## src/rtl/apb_timer_slave.sv

```systemverilog
// apb_timer_slave: zero-wait-state APB peripheral holding a prescaled 32-bit
// down-counter with auto-reload, a write-1-to-clear pending flag and a level
// interrupt. Prdata is driven only while this slave is selected for a read,
// so several slaves on the same bridge can have their read data OR-combined.
//
// Bus handshake: there is no ready signal. A write takes effect on the rising
// edge that ends the access phase (sel & Penable & Pwrite). Read data is
// combinational and valid in both setup and access phases (sel & !Pwrite).
module apb_timer_slave #(
   parameter int          SEL_INDEX  = 0,
   parameter logic [31:0] RESET_LOAD = 32'h0000_0000
) (
   input  logic        Hclk,
   input  logic        Hreset,
   input  logic [2:0]  Pselx,
   input  logic        Penable,
   input  logic        Pwrite,
   input  logic [31:0] Paddr,
   input  logic [31:0] Pwdata,
   output logic [31:0] Prdata,
   output logic        Irq
);

   localparam logic [7:0] ADDR_CTRL     = 8'h00;
   localparam logic [7:0] ADDR_LOAD     = 8'h04;
   localparam logic [7:0] ADDR_VALUE    = 8'h08;
   localparam logic [7:0] ADDR_STATUS   = 8'h0C;
   localparam logic [7:0] ADDR_PRESCALE = 8'h10;

   logic        sel;
   logic        wr;
   logic        wr_ctrl;
   logic        wr_load;
   logic        wr_status;
   logic        wr_prescale;

   logic        ctrl_en;
   logic        ctrl_auto;
   logic        ctrl_ie;
   logic [31:0] load_reg;
   logic [31:0] value_reg;
   logic        pend;
   logic [15:0] prescale_reg;
   logic [15:0] pcnt;

   logic        tick;
   logic        tick_eff;
   logic        expire;
   logic        dec;

   // Address bits above the decoded byte and the other slaves' selects.
   logic        unused_bits;
   assign unused_bits = ^{Paddr[31:8], Pselx};

   assign sel         = Pselx[SEL_INDEX];
   assign wr          = sel & Penable & Pwrite;
   assign wr_ctrl     = wr & (Paddr[7:0] == ADDR_CTRL);
   assign wr_load     = wr & (Paddr[7:0] == ADDR_LOAD);
   assign wr_status   = wr & (Paddr[7:0] == ADDR_STATUS);
   assign wr_prescale = wr & (Paddr[7:0] == ADDR_PRESCALE);

   // A CTRL write that turns the timer off suppresses any tick in the same cycle.
   assign tick     = ctrl_en & (pcnt == prescale_reg);
   assign tick_eff = tick & ~(wr_ctrl & ~Pwdata[0]);
   assign expire   = tick_eff & (value_reg == 32'd1);
   assign dec      = tick_eff & (value_reg > 32'd1);

   // Interrupt comes from flops only.
   assign Irq = pend & ctrl_ie;

   // Control bits; a CTRL write overrides the one-shot self-disable.
   always_ff @(posedge Hclk) begin
      if (Hreset) begin
         ctrl_en   <= 1'b0;
         ctrl_auto <= 1'b0;
         ctrl_ie   <= 1'b0;
      end else if (wr_ctrl) begin
         ctrl_en   <= Pwdata[0];
         ctrl_auto <= Pwdata[1];
         ctrl_ie   <= Pwdata[2];
      end else if (expire && !ctrl_auto) begin
         ctrl_en   <= 1'b0;
      end
   end

   // LOAD and PRESCALE configuration registers.
   always_ff @(posedge Hclk) begin
      if (Hreset) begin
         load_reg     <= RESET_LOAD;
         prescale_reg <= 16'h0;
      end else begin
         if (wr_load)     load_reg     <= Pwdata;
         if (wr_prescale) prescale_reg <= Pwdata[15:0];
      end
   end

   // Down-counter; a LOAD write wins over any tick action on VALUE.
   always_ff @(posedge Hclk) begin
      if (Hreset) begin
         value_reg <= RESET_LOAD;
      end else if (wr_load) begin
         value_reg <= Pwdata;
      end else if (expire) begin
         value_reg <= ctrl_auto ? load_reg : 32'h0;
      end else if (dec) begin
         value_reg <= value_reg - 32'd1;
      end
   end

   // Pending flag; expiry has priority over a write-1-to-clear.
   always_ff @(posedge Hclk) begin
      if (Hreset) begin
         pend <= 1'b0;
      end else if (expire) begin
         pend <= 1'b1;
      end else if (wr_status && Pwdata[0]) begin
         pend <= 1'b0;
      end
   end

   // Prescaler: wraps at PRESCALE, held at zero while disabled or on CTRL write.
   always_ff @(posedge Hclk) begin
      if (Hreset || !ctrl_en || wr_ctrl) begin
         pcnt <= 16'h0;
      end else if (tick) begin
         pcnt <= 16'h0;
      end else begin
         pcnt <= pcnt + 16'd1;
      end
   end

   // Read mux; zero when not selected for a read so outputs can be OR-ed.
   always_comb begin
      Prdata = 32'h0;
      if (sel && !Pwrite) begin
         case (Paddr[7:0])
            ADDR_CTRL:     Prdata = {29'h0, ctrl_ie, ctrl_auto, ctrl_en};
            ADDR_LOAD:     Prdata = load_reg;
            ADDR_VALUE:    Prdata = value_reg;
            ADDR_STATUS:   Prdata = {31'h0, pend};
            ADDR_PRESCALE: Prdata = {16'h0, prescale_reg};
            default:       Prdata = 32'h0;
         endcase
      end
   end

endmodule

```

## config.mk

```make
export PLATFORM = sky130hd
export DESIGN_NAME = apb_timer_slave
export DESIGN_NICKNAME = d
export VERILOG_FILES = /design/src/rtl/apb_timer_slave.sv
export SDC_FILE = /design/constraint.sdc
export NUM_CORES = 1
export LEC_CHECK = 0
export BUFFER_PORTS_ARGS = -buffer_cell sky130_fd_sc_hd__clkbuf_2
export CORE_UTILIZATION = 56
export CTS_CLUSTER_DIAMETER = 50
export DETAILED_ROUTE_END_ITERATION = 8
export HOLD_SLACK_MARGIN = 0.15
export PLACE_DENSITY = 0.78
export SYNTH_ARGS = -nofsm -noshare
export SYNTH_HDL_FRONTEND = slang
export SYNTH_SLANG_ARGS = --single-unit
```

## constraint.sdc

```tcl
create_clock -name Hclk -period 3.5 [get_ports Hclk]
set_clock_uncertainty 0.2 [all_clocks]
set_input_delay 0.35 -clock Hclk [delete_from_list [all_inputs] [get_ports Hclk]]
set_output_delay 0.35 -clock Hclk [all_outputs]
set_load 0.01 [all_outputs]
```

==> impl_metrics.tcl <==
set metrics [dict create \
    vias 6147 \
    ir_worst_vdd_uv 190 \
    antenna_found_initial 0 \
    io_buffers 77 \
    start_util_pct 57.7 \
    grt_pass1_wl_um 27200 \
    die_h_um 102 \
    worstPathRequired_ns 3.60 \
    swShare_pct 24.0 \
    fmax_ghz 0.298 \
    critPathArrivalTime_ns 3.46 \
    cts-htree-levels 3 \
    endpoint_kind "flop" \
    clkTransAtPathRegs_ns 0.09 \
    drv_cap 0 \
    grt_max_degree 58 \
    cts.path.max_buffers 2 \
    synthTopCellsByCount "nand2_1, dfxtp_1, nor2_1" \
    wire_per_inst_um 17.3 \
    synth_area_um2 5640 \
    vias_per_cell 6.23 \
    cp-start-kind "flop" \
    synth_most_common_cell "nand2_1" \
    pin_count 104 \
    place_area_um2 6120 \
    p_comb_share_pct 5.2 \
    yosysSeqAreaShare_pct 35.5 \
    seqPwrFrac_pct 60.1 \
    rows 36 \
    cp_max_fo 13 \
    design_area_um2 6600 \
    dp_worst_setup_slack_ns 0.172 \
    slew_violations 0 \
    synth_seq_cells 100 \
    wl_um 17000 \
    syn_inst 764 \
    finalPower_mw 1.89 \
    hold_class "in2reg" \
    rsz0062_at_grt "false" \
    gp_congestion 0.947 \
    relSlewSlack_pct 29.0 \
    power.share.clock_pct 34.7 \
    worst_slack_ns 0.142 \
    dpl.hpwl_um 11700 \
    track_usage_pct 33.3 \
    instances_no_fill 986 \
    post-route-period-util_pct 95.9 \
    ant_nets 0 \
    final_hold_viol_count 0 \
    async_reset_ff_share_pct 0 \
    tritoncts "done" \
    synth_fp_nets 838 \
    dieArea_um2 10500 \
    synth_edf_count 0 \
    yosysTopAreaCell "dfxtp_1" \
    power_leakage_nw 2.52 \
    drtIter0Drc 700 \
    area_growth_pct 17.1 \
    syn_area_per_cell_um2 7.38 \
    switchingPower_mw 0.454 \
    period_needed_ns 3.36 \
    n_antenna_cell 0 \
    cts_setup_buffers 0 \
    yosysWarnings 0 \
    synth_top_area_share_pct 35.5 \
    clkLatencyLatePin_ns 0.37 \
    worstMarginPinSlew_ns 1.06 \
    layout-drive-gt1-share_pct 15.4 \
    crit_type "reg2reg" \
    power_density_nw_per_um2 287 \
    setup_tns_ns 0 \
    fp.dieW_um 102 \
    first_pass_iters 7 \
    synth_cell_types 54 \
    setup_violations 0 \
    numCtsBuffers 9 \
    grt-ovfl-total 0 \
    cts_root_buf "clkbuf_8" \
    synthFlopType "dfxtp_1" \
    clock-sinks 100 \
    dp_cells 939 \
    fp.coreArea_um2 9770 \
    synthTopCellsByArea "dfxtp_1, nand2_1, nor2_1" \
    drc_errors 0 \
    nNetsFinal 923 \
    grt_pass1_vias 5484 \
    cts_hold_buffers 32 \
    status "complete, no violations" \
    internal_power_mw 1.44 \
    cts_resized 0 \
]
## cell type report
| cell class | instances | area [um2] |
|---|---|---|
| Timing Repair Buffer | 134 | 893 |
| Clock buffer | 10 | 128 |
| Multi-Input combinational cell | 599 | 3360 |
| Tap cell | 133 | 166 |
| Inverter | 5 | 18.8 |
| Sequential cell | 100 | 2000 |
| Clock inverter | 5 | 30.0 |
| Fill cell | 872 | 3170 |
## through the flow
step | hold WS, ns | util [%]
global placement | 0.251 | 62.6
CTS | 0.243 | 67.5
floorplan | 0.237 | -
finish | 0.251 | 67.5
global route | 0.277 | 67.5
detailed placement | 0.260 | 62.6
## per-layer routing
layer | part of all wire, % | vias to the layer above | GRT usage, %
met1 | 42 | 2899 | 45.9
met4 | 1.5 | 0 | 9.34
met3 | 9.3 | 28 | 5.61
met2 | 47 | 320 | 53.7
li1 | - | 2900 | -
met5 | 0 | - | 0
## worst paths after layout
| kind | endpoint | slack [ns] | from | cells after the start |
|---|---|---|---|---|
| setup / recovery | value_reg[16] | 0.14 | value_reg[1] | 9 |
| hold / removal | pend | 0.25 | Paddr[2] | 4 |
| setup reg to reg | value_reg[16] | 0.14 | value_reg[1] | 9 |
| hold reg to reg | load_reg[12] | 0.28 | load_reg[12] | 2 |
## layout by cell type, fill, tap and decap left out, types with 4 or more instances in the layout
| cell type | n |
|---|---|
| a21oi_1 | 65 |
| xnor2_1 | 27 |
| nand3_1 | 31 |
| dfxtp_1 | 100 |
| or4_1 | 8 |
| nor3_1 | 17 |
| and2_1 | 6 |
| nor4_1 | 8 |
| a311oi_1 | 5 |
| mux2i_1 | 4 |
| dlygate4sd3_1 | 32 |
| clkbuf_2 | 77 |
| clkbuf_8 | 9 |
| and3_1 | 28 |
| o21ai_0 | 29 |
| a222oi_1 | 15 |
| or3_1 | 7 |
| nor2_1 | 88 |
| a31oi_1 | 19 |
| xor2_1 | 16 |
| nand2_1 | 143 |
| inv_1 | 5 |
| buf_4 | 25 |
| a22oi_1 | 16 |
| nand4_1 | 13 |
## critical path, cell delays in order (launching register included)
cell,delay [ns]
dfxtp_1,0.36
inv_1,0.09
ha_1,0.20
or3b_2,0.55
or3_4,0.39
or4_1,0.50
and3b_1,0.34
nor2_8,0.30
o21ai_0,0.18
a31oi_1,0.18
## logic make-up (layout without fill, tap and decap cells)
group           Yosys count  after routing  share of synthesized area, %
xor+xnor                 43             43                          6.68
compound gates          175            175                          19.8
flops                   100            100                          35.5
fa+ha+maj                 3              3                         0.666
simple gates            374            374                          31.7
mux                       4              4                         0.710
buf+inv                  65            154                          4.93
## power by group through the flow
| stage | Clock (mW) | Sequential (mW) | Combinational (mW) |
|---|---|---|---|
| finish | 0.656 | 1.14 | 0.0980 |
| global placement | 0 | 1.16 | 0.0665 |
| CTS | 0.655 | 1.14 | 0.0965 |
| global route | 0.709 | 1.14 | 0.106 |
| detailed placement | 0 | 1.16 | 0.0683 |
| floorplan | 0 | 1.16 | 0.0256 |
Power figures use the tool's default switching activity.
